File: src/rtl/uart_pkg.sv
// Shared UART definitions: state encoding (common with uart_tx), baud timing
// derivation and frame width.
package uart_pkg;

    typedef enum logic [2:0] {
        IDLE    = 3'b000,
        START   = 3'b001,
        DATA    = 3'b010,
        STOP    = 3'b011,
        CLEANUP = 3'b100
    } uart_state_e;

    localparam int DATA_BITS = 8;

    // 17 bits covers CLKS_PER_BIT at 1200 baud from a 100 MHz clock.
    localparam int CNT_W = 17;

    function automatic int clks_per_bit(input int clk_rate, input int uart_rate);
        return clk_rate / uart_rate;
    endfunction

    function automatic int half_bit(input int clk_rate, input int uart_rate);
        return clks_per_bit(clk_rate, uart_rate) / 2;
    endfunction

endpackage

File: src/rtl/uart_rx_sync.sv
// Two-flop synchronizer for the RX pin. With UART_RX_MAJORITY_EN defined the
// sample value is the 2-of-3 vote over the last three synchronized values.
module uart_rx_sync (
    input  logic clk,
    input  logic rst,
    input  logic rx_data_in,
    output logic rx_s,
    output logic rx_sample
);

    logic [1:0] sync_q;
    logic [1:0] sync_d;

    always_comb begin
        sync_d = {sync_q[0], rx_data_in};
    end

    // Reset to the idle-high line level so no false start follows reset.
    always_ff @(posedge clk or posedge rst) begin
        if (rst) begin
            sync_q <= 2'b11;
        end else begin
            sync_q <= sync_d;
        end
    end

    assign rx_s = sync_q[1];

`ifdef UART_RX_MAJORITY_EN
    // hist_q holds rx_s from one and two cycles ago; with rx_s it forms the
    // three-sample window voted on at each sample point.
    logic [1:0] hist_q;
    logic [1:0] hist_d;

    always_comb begin
        hist_d = {hist_q[0], rx_s};
    end

    always_ff @(posedge clk or posedge rst) begin
        if (rst) begin
            hist_q <= 2'b11;
        end else begin
            hist_q <= hist_d;
        end
    end

    assign rx_sample = (hist_q[1] & hist_q[0]) |
                       (hist_q[1] & rx_s) |
                       (hist_q[0] & rx_s);
`else
    assign rx_sample = rx_s;
`endif

endmodule

File: src/rtl/uart_rx.sv
// UART receiver, 8N1, LSB first, centre sampling. Optional 2-of-3 majority
// sampling is enabled with the UART_RX_MAJORITY_EN macro.
module uart_rx
    import uart_pkg::*;
#(
    parameter int UART_RATE = 115200,
    parameter int CLK_RATE  = 100000000
) (
    input  logic       clk,
    input  logic       rst,
    input  logic       rx_data_in,
    output logic [7:0] rx_byte,
    output logic       rx_valid,
    output logic       rx_active,
    output logic       rx_frame_err
);

    localparam int CLKS_PER_BIT = clks_per_bit(CLK_RATE, UART_RATE);
    localparam int HALF_BIT     = half_bit(CLK_RATE, UART_RATE);

    localparam logic [CNT_W-1:0] BIT_END  = CNT_W'(CLKS_PER_BIT - 1);
    localparam logic [CNT_W-1:0] HALF_END = CNT_W'(HALF_BIT - 1);
    localparam logic [2:0]       LAST_BIT = 3'(DATA_BITS - 1);

    logic rx_s;
    logic rx_sample;

    uart_rx_sync u_sync (
        .clk        (clk),
        .rst        (rst),
        .rx_data_in (rx_data_in),
        .rx_s       (rx_s),
        .rx_sample  (rx_sample)
    );

    uart_state_e    state_q, state_d;
    logic [CNT_W-1:0] clk_cnt_q, clk_cnt_d;
    logic [2:0]     bit_idx_q, bit_idx_d;
    logic [7:0]     shift_reg_q, shift_reg_d;
    logic [7:0]     rx_byte_q, rx_byte_d;
    logic           rx_valid_q, rx_valid_d;
    logic           rx_frame_err_q, rx_frame_err_d;

    always_comb begin
        state_d        = state_q;
        clk_cnt_d      = clk_cnt_q;
        bit_idx_d      = bit_idx_q;
        shift_reg_d    = shift_reg_q;
        rx_byte_d      = rx_byte_q;
        rx_valid_d     = rx_valid_q;
        rx_frame_err_d = rx_frame_err_q;

        case (state_q)
            IDLE: begin
                clk_cnt_d = '0;
                bit_idx_d = '0;
                if (rx_s == 1'b0) begin
                    state_d = START;
                end
            end

            // Half a bit in: a high line here means the falling edge was a glitch.
            START: begin
                if (clk_cnt_q == HALF_END) begin
                    clk_cnt_d = '0;
                    state_d   = rx_sample ? IDLE : DATA;
                end else begin
                    clk_cnt_d = clk_cnt_q + 1'b1;
                end
            end

            DATA: begin
                if (clk_cnt_q == BIT_END) begin
                    clk_cnt_d              = '0;
                    shift_reg_d[bit_idx_q] = rx_sample;
                    if (bit_idx_q == LAST_BIT) begin
                        bit_idx_d = '0;
                        state_d   = STOP;
                    end else begin
                        bit_idx_d = bit_idx_q + 1'b1;
                    end
                end else begin
                    clk_cnt_d = clk_cnt_q + 1'b1;
                end
            end

            STOP: begin
                if (clk_cnt_q == BIT_END) begin
                    clk_cnt_d = '0;
                    if (rx_sample) begin
                        rx_byte_d  = shift_reg_q;
                        rx_valid_d = 1'b1;
                    end else begin
                        rx_frame_err_d = 1'b1;
                    end
                    state_d = CLEANUP;
                end else begin
                    clk_cnt_d = clk_cnt_q + 1'b1;
                end
            end

            CLEANUP: begin
                rx_valid_d     = 1'b0;
                rx_frame_err_d = 1'b0;
                state_d        = IDLE;
            end

            default: begin
                state_d = IDLE;
            end
        endcase
    end

    always_ff @(posedge clk or posedge rst) begin
        if (rst) begin
            state_q        <= IDLE;
            clk_cnt_q      <= '0;
            bit_idx_q      <= '0;
            shift_reg_q    <= '0;
            rx_byte_q      <= '0;
            rx_valid_q     <= 1'b0;
            rx_frame_err_q <= 1'b0;
        end else begin
            state_q        <= state_d;
            clk_cnt_q      <= clk_cnt_d;
            bit_idx_q      <= bit_idx_d;
            shift_reg_q    <= shift_reg_d;
            rx_byte_q      <= rx_byte_d;
            rx_valid_q     <= rx_valid_d;
            rx_frame_err_q <= rx_frame_err_d;
        end
    end

    assign rx_byte      = rx_byte_q;
    assign rx_valid     = rx_valid_q;
    assign rx_frame_err = rx_frame_err_q;
    assign rx_active    = (state_q == START) || (state_q == DATA) || (state_q == STOP);

endmodule

File: config.mk
export PLATFORM = sky130hd
export DESIGN_NAME = uart_rx
export DESIGN_NICKNAME = d
export VERILOG_FILES = /design/src/rtl/uart_pkg.sv /design/src/rtl/uart_rx_sync.sv /design/src/rtl/uart_rx.sv
export SDC_FILE = /design/constraint.sdc
export NUM_CORES = 1
export LEC_CHECK = 0
export ABC_AREA = 1
export CELL_PAD_IN_SITES_DETAIL_PLACEMENT = 0
export CELL_PAD_IN_SITES_GLOBAL_PLACEMENT = 2
export CORE_ASPECT_RATIO = 0.6
export CORE_MARGIN = 3
export CORE_UTILIZATION = 36
export CTS_BUF_LIST = sky130_fd_sc_hd__clkbuf_8
export CTS_CLUSTER_DIAMETER = 40
export DETAILED_ROUTE_END_ITERATION = 8
export PLACE_DENSITY = 0.93
export SETUP_SLACK_MARGIN = 0.1
export SYNTH_ARGS = -nofsm -noshare
export SYNTH_HDL_FRONTEND = slang
export SYNTH_HIERARCHICAL = 1
export SYNTH_SLANG_ARGS = --single-unit
File: constraint.sdc
create_clock -name clk -period 1.7 [get_ports clk]
set_input_delay 0.34 -clock clk [delete_from_list [all_inputs] [get_ports clk]]
set_output_delay 0.34 -clock clk [all_outputs]
set_load 0.005 [all_outputs]
==> impl_metrics.csv, run 1 <==
group,metric,value,unit
outcome,outcome,"complete, no violations",
cells_and_area,nets,376,
setup_path,crit_path_top_delay_cell,"dfrtp_1",
cts,cts_tree,"yes",
cells_and_area,design_area,2980,µm²
flow_run,max_cap_viol_count,0,
timing,tns,0,ns
min_path,hold_class,"flop to flop",
synthesis,syn_inst,338,
grt,grt_pass1_wl,10200,µm
timing,rsz0062_at_grt,"yes",
setup_path,critPathTopFamily,"simple AND/OR/NAND/NOR gates",
place,dpl_cell_area,2770,µm²
timing,tightest_slew,0.313,ns
die,chipHeight,70.2,µm
setup_path,startpoint,"clk_cnt_q[0]$_DFFE_PP0P_",
synthesis,netlist_area,2470,µm²
routing,via_per_inst,4.72,
routing,post_drt_wl_per_cell,13.2,µm
die,initial_utilization,38.8,%
synthesis,ys_ff_latch,43,
synthesis,synth.avg_cell_area,7.32,µm²
setup_path,worstSetupEndpoint,"clk_cnt_q[7]$_DFFE_PP0P_",
timing,setup_ws,0.158,ns
die,rows,22,
grt,antenna_found_initial,0,
setup_path,crit_required,1.87,ns
setup_path,crit_cells,8,
setup_path,crit_buf_inv,0,
synthesis,synth_top_area_share,41.5,%
grt,grt_max_degree,42,
cells_and_area,syn2layout_area_growth,20.4,%
setup_path,reg2reg_depth,8,
routing,antenna_left,0,
timing,post-route-min-period,1.54,ns
routing,drc,0,
die,pin_count,14,
routing,via_count,2141,
grt,grt_usage,15.9,%
setup_path,critPathCaptureType,"flop",
synthesis,ys_types,30,
timing,relSlewSlack,79.1,%
setup_path,crit_top_cell,"nand2_4",
power_and_ir_drop,power-per-cell-area,570,nW/µm²
routing,drt_pass1_iterations,5,
cts,clk_latency,0.29,ns
setup_path,cp_max_fo,16,
cts,root_buffer,"clkbuf_8",
die,placeableCoreArea,6390,µm²
power_and_ir_drop,leakagePower,1.41,nW
min_path,hp-start,"u_sync/sync_q[0]$_DFF_PP1_",
setup_path,r2r_start,"clk_cnt_q[0]$_DFFE_PP0P_",
setup_path,cp-start-kind,"flop",
grt,grt_pass1_vias,2010,
cts,cts.sink_count,43,
place,gp_congestion,0.861,
timing,setup_viol,0,
cts,numCtsBuffers,5,
place,dp_slack,0.132,ns
cts,htreeDepth,2,
place,port_buffers,13,
synthesis,synthTopCellsByArea,"dfrtp_1, nand2_1, inv_1",
synthesis,yosys.area.top_type,"dfrtp_1",
cts,clkTransAtPathRegs,0.08,ns
setup_path,critPathKind,"flop to flop",
timing,slew_viol_final,0,
timing,fmax,648,MHz
cells_and_area,drive_above_1_share,18.1,%
routing,wl,6000,µm
cells_and_area,antenna_cells,0,
synthesis,synth_fp_nets,345,
die,dieArea,7940,µm²
setup_path,r2r-end,"clk_cnt_q[7]$_DFFE_PP0P_",
setup_path,regToRegSetupSlack,0.16,ns
cts,cts_buffer_depth,2,
place,hpwlAfterDp,4430,µm
cts,hold_buffers,0,
timing,final_hold_viol_count,0,
synthesis,yosysWarningCount,6,
synthesis,ys_seq_area_share,43.6,%
power_and_ir_drop,ir_worst_vdd,0.318,mV
setup_path,cpPeakStageDelay,0.42,ns
routing,drt_iter0_markers,141,
grt,gr-total-overflow,0,
cells_and_area,finish.utilization,46.7,%
timing,post-route-period-util,90.7,%
setup_path,cp_data_arrival_time,1.71,ns
die,die_w,113,µm
setup_path,path_cells,"ha_2, nand3_2, nor2_4, nand2_4, nand2_4, nand2_8, nand2_1, o21ai_0",
timing,finalClockSkew,0.00465,ns
worst register-to-register path, stage by stage (launching register included):
cell	delay, ns
dfrtp_1	0.42
ha_2	0.25
nand3_2	0.10
nor2_4	0.17
nand2_4	0.09
nand2_4	0.12
nand2_8	0.11
nand2_1	0.08
o21ai_0	0.07
layout by cell type (no fill, tap or decap), types with 2 or more instances in the layout:
master	netlist	final
nand3_2	0	3
nand2_2	5	7
a21oi_1	2	2
nor2_1	38	36
nand2_1	102	98
o21ai_0	8	7
o21ai_1	13	14
nand4_1	13	13
clkbuf_8	0	5
dfrtp_2	0	2
clkinv_2	1	4
xor2_1	7	7
clkdlybuf4s50_1	0	12
buf_4	1	17
nor2_2	5	2
nor2_4	3	8
nand3_1	27	24
nand2_4	2	3
dfstp_2	2	2
inv_2	7	8
ha_1	4	3
inv_1	42	41
nor3_1	2	2
dfrtp_1	41	39
routing by layer:
layer	track usage [%]	routed length, µm	up-vias
li1	-	-	1126
met1	27.7	3610	974
met3	3.46	265	2
met4	1.33	13	0
met2	19.6	2110	39
met5	0	0	-
metrics by stage:
step | power (mW) | hold slack (ns) | cells
2_1_floorplan | 1.07 | 0.252 | 338
3_3_place_gp | 1.09 | 0.349 | 440
3_5_place_dp | 1.09 | 0.347 | 440
4_1_cts | 1.72 | 0.365 | 452
5_1_grt | 1.77 | 0.368 | 454
6_report | 1.70 | 0.364 | 454
logic make-up (layout without fill, tap and decap cells):
family	Yosys count	in the layout	share of synthesized area, %
AND/OR/NAND/NOR	201	201	37.0
buffers and inverters	58	90	9.66
flip-flops	43	43	43.6
AO/OA/AOI/OAI	25	25	5.26
XOR/XNOR	7	7	2.48
adder cells (fa/ha/maj)	4	4	2.02
what timing repair did:
action,in CTS,in global routing
resized for setup,2,23
endpoints found under the setup margin,1,40
setup buffers,4,2
pin swaps,1,6
synthesized netlist by cell type (all sizes together):
cell,number
nand4,14
nand3b,1
inv,49
nand3,27
nor3,3
o211ai,1
buf,4
clkinv,2
nand2,109
dfrtp,41
clkbuf,3
or2,1
dfstp,2
ha,4
nor2,46
xor2,7
o21ai,21
o21bai,1
a21oi,2
registers in the layout (all words and copies together) (netlist names):
register       cells
rx_frame_err       1
shift_reg_q        8
clk_cnt_q         17
u_sync/sync_q      2
rx_byte            8
rx_valid           1
state_q            3
bit_idx_q          3
worst min path at each step:
stage	endpoint	slack [ns]	depth (start not counted)
detailed placement	u_sync/sync_q[1]$_DFF_PP1_	0.35	0
floorplan	u_sync/sync_q[0]$_DFF_PP1_	0.25	1
CTS	u_sync/sync_q[1]$_DFF_PP1_	0.36	0
global placement	u_sync/sync_q[1]$_DFF_PP1_	0.35	0
finish	u_sync/sync_q[1]$_DFF_PP1_	0.36	0
global route	u_sync/sync_q[1]$_DFF_PP1_	0.37	0
power breakdown:
part	total (mW)	internal [mW]	switching, mW	leakage (nW)
Sequential	1.03	1.03	0.00580	0.576
Clock	0.635	0.282	0.353	0.0477
Combinational	0.0311	0.00952	0.0216	0.782
Total	1.70	1.32	0.381	1.41
cell type report:
class                      count  area, µm²
timing repair buffer          31        278
fill                         657       3410
sequential                    43       1080
multi-input combinational    237       1240
inverter                      51        193
clock buffer                   5       68.8
clock inverter                 3       15.0
tap                           84        105
Note: power is estimated with default switching activity, not from simulation.
==> inputs of run 2 (changes only) <==
--- a/config.mk
+++ b/config.mk
@@ -15,6 +15,7 @@
 export CTS_CLUSTER_DIAMETER = 40
 export DETAILED_ROUTE_END_ITERATION = 8
 export PLACE_DENSITY = 0.93
+export RECOVER_POWER = 100
 export SETUP_SLACK_MARGIN = 0.1
 export SYNTH_ARGS = -nofsm -noshare
 export SYNTH_HDL_FRONTEND = slang
==> run 2 against run 1 <==
Against the previous run:
- non-clock buffer count unchanged
- design area down 0.92%
- cell count unchanged
- core utilization down 0.43 points
- register-to-register slack about the same
- critical path type is now flop to output port
==> impl_metrics.csv, run 2 (synthesis results as in run 1) <==
group,metric,value,unit
routing,via_count,2147,
cells_and_area,n_fill_cell,660,
cells_and_area,antenna_cells,0,
cts,cts_tree,"yes",
flow_run,max_cap_viol_count,0,
die,rows,22,
cts,numCtsBuffers,5,
timing,finalClockSkew,0.00745,ns
timing,post-route-min-period,1.61,ns
place,gp_congestion,0.861,
routing,met2_length,2130,µm
place,port_buffers,13,
cts,clk_latency,0.29,ns
power_and_ir_drop,internal_power,1.31,mW
setup_path,cpPeakStageDelay,0.59,ns
cts,clkTransAtPathRegs,0.08,ns
timing,final_hold_viol_count,0,
timing,slew_viol_final,0,
routing,antenna_left,0,
grt,antenna_found_initial,0,
routing,dr_wl_met3,304,µm
power_and_ir_drop,power_frac_comb,1.5,%
cells_and_area,largest_register,"clk_cnt_q",
routing,drt_pass1_iterations,5,
setup_path,cp_data_arrival_time,1.27,ns
timing,tightest_slew,0.581,ns
die,die_w,113,µm
grt,grt_max_degree,42,
power_and_ir_drop,swShare,22.4,%
die,placeableCoreArea,6390,µm²
timing,rsz0062_at_grt,"yes",
setup_path,crit_buf_inv,1,
cts,hold_buffers,0,
cells_and_area,multi_input_area,1220,µm²
cts,cts.sink_count,43,
setup_path,crit_required,1.36,ns
routing,drt_iter0_markers,128,
timing,tns,0,ns
cells_and_area,stdcell_count,454,
timing,fmax,620,MHz
cells_and_area,final_common_cell,"nand2_1",
die,chipHeight,70.2,µm
power_and_ir_drop,p_total,1.69,mW
routing,topRoutingLayerUsed,"met4",
timing,setup_viol,0,
cts,root_buffer,"clkbuf_8",
timing,relSlewSlack,61.2,%
routing,post_drt_wl_per_cell,13.2,µm
place,placed_cells,440,
die,initial_utilization,38.8,%
routing,wl_met1,3550,µm
setup_path,critPathCaptureType,"output port",
power_and_ir_drop,p_seq_share,61.0,%
grt,gr-total-overflow,0,
grt,grt_pass1_wl,10200,µm
die,dieArea,7940,µm²
cells_and_area,largest_reg_flops,17,
cells_and_area,drive_above_1_share,17.3,%
setup_path,critPathTopFamily,"buffers and inverters",
cts,htreeDepth,2,
power_and_ir_drop,p_sw,0.380,mW
power_and_ir_drop,clkPwrFrac,37.5,%
power_and_ir_drop,leakagePower,1.44,nW
min_path,hold_class,"flop to flop",
cells_and_area,ff_latch_area,1080,µm²
cells_and_area,final_cell_mix,"nand2_1, inv_1, dfrtp_1, nor2_1, nand3_1",
power_and_ir_drop,power-per-cell-area,573,nW/µm²
power_and_ir_drop,ir_worst_vdd,0.315,mV
setup_path,critPathKind,"flop to output port",
routing,via_per_inst,4.73,
place,hpwlAfterDp,4430,µm
die,pin_count,14,
setup_path,cp_max_fo,2,
setup_path,cp-start-kind,"flop",
grt,grt_pass1_vias,2010,
cts,cts_buffer_depth,2,
cells_and_area,syn2layout_area_growth,19.3,%
setup_path,path_cells,"dlygate4sd3_1",
timing,post-route-period-util,94.8,%
routing,drc,0,
setup_path,regToRegSetupSlack,0.15,ns
grt,grt_usage,15.9,%
outcome,outcome,"complete, no violations",
cells_and_area,nets,376,
setup_path,crit_path_top_delay_cell,"dlygate4sd3_1",
routing,wl,6000,µm
run 2: area by class of cell:
cell class,count,area share (%)
multi-input combinational,237,41.5
sequential,43,36.6
timing repair buffer,31,8.98
inverter,51,6.53
tap,84,3.56
clock buffer,5,2.33
clock inverter,3,0.508
run 2: worst paths after layout:
| path | depth (start not counted) | start | end |
|---|---|---|---|
| worst min-delay path | 0 | u_sync/sync_q[0]$_DFF_PP1_ | u_sync/sync_q[1]$_DFF_PP1_ |
| max in group asynchronous | 3 | rst | clk_cnt_q[8]$_DFFE_PP0P_ |
| worst min register to register | 0 | u_sync/sync_q[0]$_DFF_PP1_ | u_sync/sync_q[1]$_DFF_PP1_ |
| worst max register to register | 8 | clk_cnt_q[0]$_DFFE_PP0P_ | clk_cnt_q[7]$_DFFE_PP0P_ |
| min in group asynchronous | 2 | rst | u_sync/sync_q[0]$_DFF_PP1_ |
| worst max-delay path | 1 | rx_byte[0]$_DFFE_PP0P_ | rx_byte[0] |
run 2: power by group through the flow:
stage	logic, mW	clock network [mW]	registers [mW]
2_1_floorplan	0.0211	0	1.05
3_3_place_gp	0.0334	0	1.05
3_5_place_dp	0.0340	0	1.05
4_1_cts	0.0340	0.655	1.03
5_1_grt	0.0321	0.704	1.03
6_report	0.0262	0.635	1.03
run 2: through the flow:
stage	area [µm²]	utilization [%]	worst slack, ns	hold WS (ns)
final	2950	46.2	0.0883	0.364
after global routing	2950	46.2	0.0334	0.368
after CTS	2880	45.2	0.113	0.365
after detailed placement	2770	43.3	0.132	0.347
after global placement	2770	43.3	0.140	0.349
after floorplan	2470	-	0.296	0.252
run 2: what timing repair did:
| item | 4_1_cts | 5_1_grt |
|---|---|---|
| hold endpoints to repair | 0 | 0 |
| setup endpoints to repair | 1 | 40 |
| setup buffers | 4 | 2 |
| gates resized for setup | 2 | 23 |
| pin swaps | 1 | 6 |
run 2: layer usage:
| metal | vias up | track usage (%) |
|---|---|---|
| li1 | 1122 | - |
| met5 | - | 0 |
| met2 | 45 | 19.6 |
| met1 | 978 | 27.7 |
| met4 | 0 | 1.33 |
| met3 | 2 | 3.46 |
==> inputs of run 3 (changes only) <==
--- a/config.mk
+++ b/config.mk
@@ -6,6 +6,7 @@
 export NUM_CORES = 1
 export LEC_CHECK = 0
 export ABC_AREA = 1
+export CAP_MARGIN = 20
 export CELL_PAD_IN_SITES_DETAIL_PLACEMENT = 0
 export CELL_PAD_IN_SITES_GLOBAL_PLACEMENT = 2
 export CORE_ASPECT_RATIO = 0.6
@@ -14,10 +15,9 @@
 export CTS_BUF_LIST = sky130_fd_sc_hd__clkbuf_8
 export CTS_CLUSTER_DIAMETER = 40
 export DETAILED_ROUTE_END_ITERATION = 8
-export PLACE_DENSITY = 0.93
+export PLACE_DENSITY = 0.92
 export RECOVER_POWER = 100
 export SETUP_SLACK_MARGIN = 0.1
 export SYNTH_ARGS = -nofsm -noshare
 export SYNTH_HDL_FRONTEND = slang
-export SYNTH_HIERARCHICAL = 1
 export SYNTH_SLANG_ARGS = --single-unit
==> run 3 against run 2 <==
Against the previous run:
- clock skew decreased by 0.0051 ns
- critical path depth unchanged
- non-clock buffer count increased by 8
- sequential share of layout area decreased by 0.22 points
- global-route usage decreased by 1.2 points
- total power increased by 2.3%
- via count decreased by 5.8%
- die area decreased by 4.3%
==> impl_metrics.csv, run 3 <==
group,metric,value,unit
outcome,outcome,"complete, no violations",
timing,setup_viol,0,
cts,clkTransAtPathRegs,0.08,ns
cts,root_buffer,"clkbuf_8",
place,hpwlAfterDp,3810,µm
routing,wl,5310,µm
cts,clk_latency,0.29,ns
timing,tightest_slew,0.401,ns
synthesis,synth_fp_nets,312,
min_path,hold_class,"flop to flop",
power_and_ir_drop,leakagePower,1.37,nW
cells_and_area,largest_register,"clk_cnt_q",
die,pin_count,14,
timing,final_hold_viol_count,0,
routing,drt_iter0_markers,132,
die,dieArea,7590,µm²
routing,drc,0,
timing,slew_viol_final,0,
setup_path,path_cells,"dlygate4sd3_1",
synthesis,synth_edf_count,0,
timing,post-route-period-util,94.6,%
setup_path,cp_max_fo,2,
die,initial_utilization,37.9,%
grt,gr-total-overflow,0,
synthesis,synth_common_cells,"nand2_1, dfrtp_1, inv_1, nor2_1, nand3_1",
die,rows,22,
routing,via_per_inst,4.69,
synthesis,ys_ff_latch,43,
routing,post_drt_wl_per_cell,12.3,µm
routing,antenna_left,0,
setup_path,cp-start-kind,"flop",
synthesis,synthTopCellsByArea,"dfrtp_1, nand2_1, nand3_1",
setup_path,crit_required,1.36,ns
cts,htreeDepth,2,
cells_and_area,drive_above_1_share,24.8,%
timing,finalClockSkew,0.00237,ns
setup_path,crit_buf_inv,1,
synthesis,syn_inst,305,
routing,via_count,2023,
power_and_ir_drop,ir_worst_vdd,0.252,mV
grt,grt_pass1_vias,1760,
flow_run,max_cap_viol_count,0,
die,chipHeight,68.7,µm
grt,grt_usage,14.7,%
synthesis,async_flop_share,100,%
synthesis,yosys.area.top_type,"dfrtp_1",
timing,tns,0,ns
power_and_ir_drop,p_total,1.73,mW
synthesis,synth.avg_cell_area,7.74,µm²
power_and_ir_drop,power-per-cell-area,582,nW/µm²
synthesis,ys_seq_area_share,45.7,%
timing,fmax,622,MHz
grt,grt_pass1_wl,8850,µm
timing,rsz0062_at_grt,"yes",
setup_path,cp_data_arrival_time,1.27,ns
grt,antenna_found_initial,0,
cells_and_area,antenna_cells,0,
routing,drt_pass1_iterations,4,
cts,cts_tree,"yes",
setup_path,crit_path_top_delay_cell,"dlygate4sd3_1",
cells_and_area,syn2layout_area_growth,26.2,%
cells_and_area,final_common_cell,"nand2_1",
cts,cts_buffer_depth,2,
cts,numCtsBuffers,5,
synthesis,synthFlopType,"dfrtp_1",
cells_and_area,final_cell_mix,"nand2_1, dfrtp_1, inv_1, nor2_1, nand3_1",
grt,grt_max_degree,44,
timing,relSlewSlack,73.1,%
cts,hold_buffers,0,
die,placeableCoreArea,6220,µm²
place,gp_congestion,0.845,
cells_and_area,nets,353,
cts,cts.sink_count,43,
cells_and_area,largest_reg_flops,17,
timing,post-route-min-period,1.61,ns
die,die_w,111,µm
synthesis,synth_top_area_share,43.5,%
place,port_buffers,13,
setup_path,cpPeakStageDelay,0.58,ns
setup_path,critPathKind,"flop to output port",
synthesis,netlist_area,2360,µm²
setup_path,critPathCaptureType,"output port",
setup_path,critPathTopFamily,"buffers and inverters",
synthesis,ys_types,29,
synthesis,yosysWarningCount,0,
synthesis,synth_most_common_cell,"nand2_1",
-- run 3: cell types whose count changed after synthesis, sizes merged, moves of 4 or more --
cell / delta
o21ai: +9
nand2: -19
o22ai: +4
inv: -11
nor2: -5
nand4: -11
-- run 3: report_power, final --
part           total [mW]  internal (mW)  switching (mW)
clock               0.670          0.322           0.348
combinational      0.0314        0.00876          0.0227
sequential           1.03           1.03         0.00488
total                1.73           1.36           0.375
-- run 3: final timing paths --
| path | from | end | slack [ns] | cells past startpoint |
|---|---|---|---|---|
| setup reg to reg | clk_cnt_q[1]$_DFFE_PP0P_ | clk_cnt_q[15]$_DFFE_PP0P_ | 0.15 | 12 |
| hold reg to reg | u_sync.sync_q[0]$_DFF_PP1_ | u_sync.sync_q[1]$_DFF_PP1_ | 0.36 | 0 |
| max in group asynchronous | rst | u_sync.sync_q[0]$_DFF_PP1_ | 0.88 | 3 |
| setup / recovery | rx_byte[0]$_DFFE_PP0P_ | rx_byte[0] | 0.09 | 1 |
| hold / removal | u_sync.sync_q[0]$_DFF_PP1_ | u_sync.sync_q[1]$_DFF_PP1_ | 0.36 | 0 |
| min in group asynchronous | rst | clk_cnt_q[12]$_DFFE_PP0P_ | 0.54 | 3 |
-- run 3: metal layers --
layer / share of wire (%) / vias up / global-route usage (%) / routed length [µm]
met5: 0 / - / 0 / 0
met4: 1.0 / 0 / 3.69 / 53
met3: 5.6 / 9 / 3.40 / 300
met2: 37 / 48 / 19.6 / 1960
met1: 56 / 914 / 23.3 / 3000
li1: - / 1052 / - / -
-- run 3: kinds of logic after synthesis --
kind of cell | after synthesis | synth area share (%)
simple gates | 169 | 32.0
buf+inv | 45 | 8.01
flops | 43 | 45.7
compound gates | 39 | 10.3
xor+xnor | 5 | 1.86
fa+ha+maj | 4 | 2.12
-- run 3: final cells by class --
| class | count | area, µm² |
|---|---|---|
| clock buffer | 6 | 82.6 |
| clock inverter | 2 | 8.76 |
| fill | 626 | 3240 |
| inverter | 40 | 155 |
| multi-input combinational | 217 | 1170 |
| sequential | 43 | 1080 |
| tap | 84 | 105 |
| timing repair buffer | 39 | 373 |
-- run 3: metrics by stage --
step                util (%)  hold WS (ns)  instance area [µm²]  setup WS [ns]  cells
finish                  47.9         0.362                 2980         0.0911    431
global placement        43.3         0.347                 2690         0.0767    413
floorplan                  -         0.344                 2360          0.261    305
global route            47.9         0.372                 2980         0.0243    431
CTS                     45.6         0.363                 2830          0.110    425
detailed placement      43.3         0.351                 2690         0.0404    413
-- run 3: repair_timing --
action,4_1_cts,5_1_grt
endpoints found under the setup margin,23,35
pin swaps,0,4
setup buffers,4,6
resized for setup,4,35
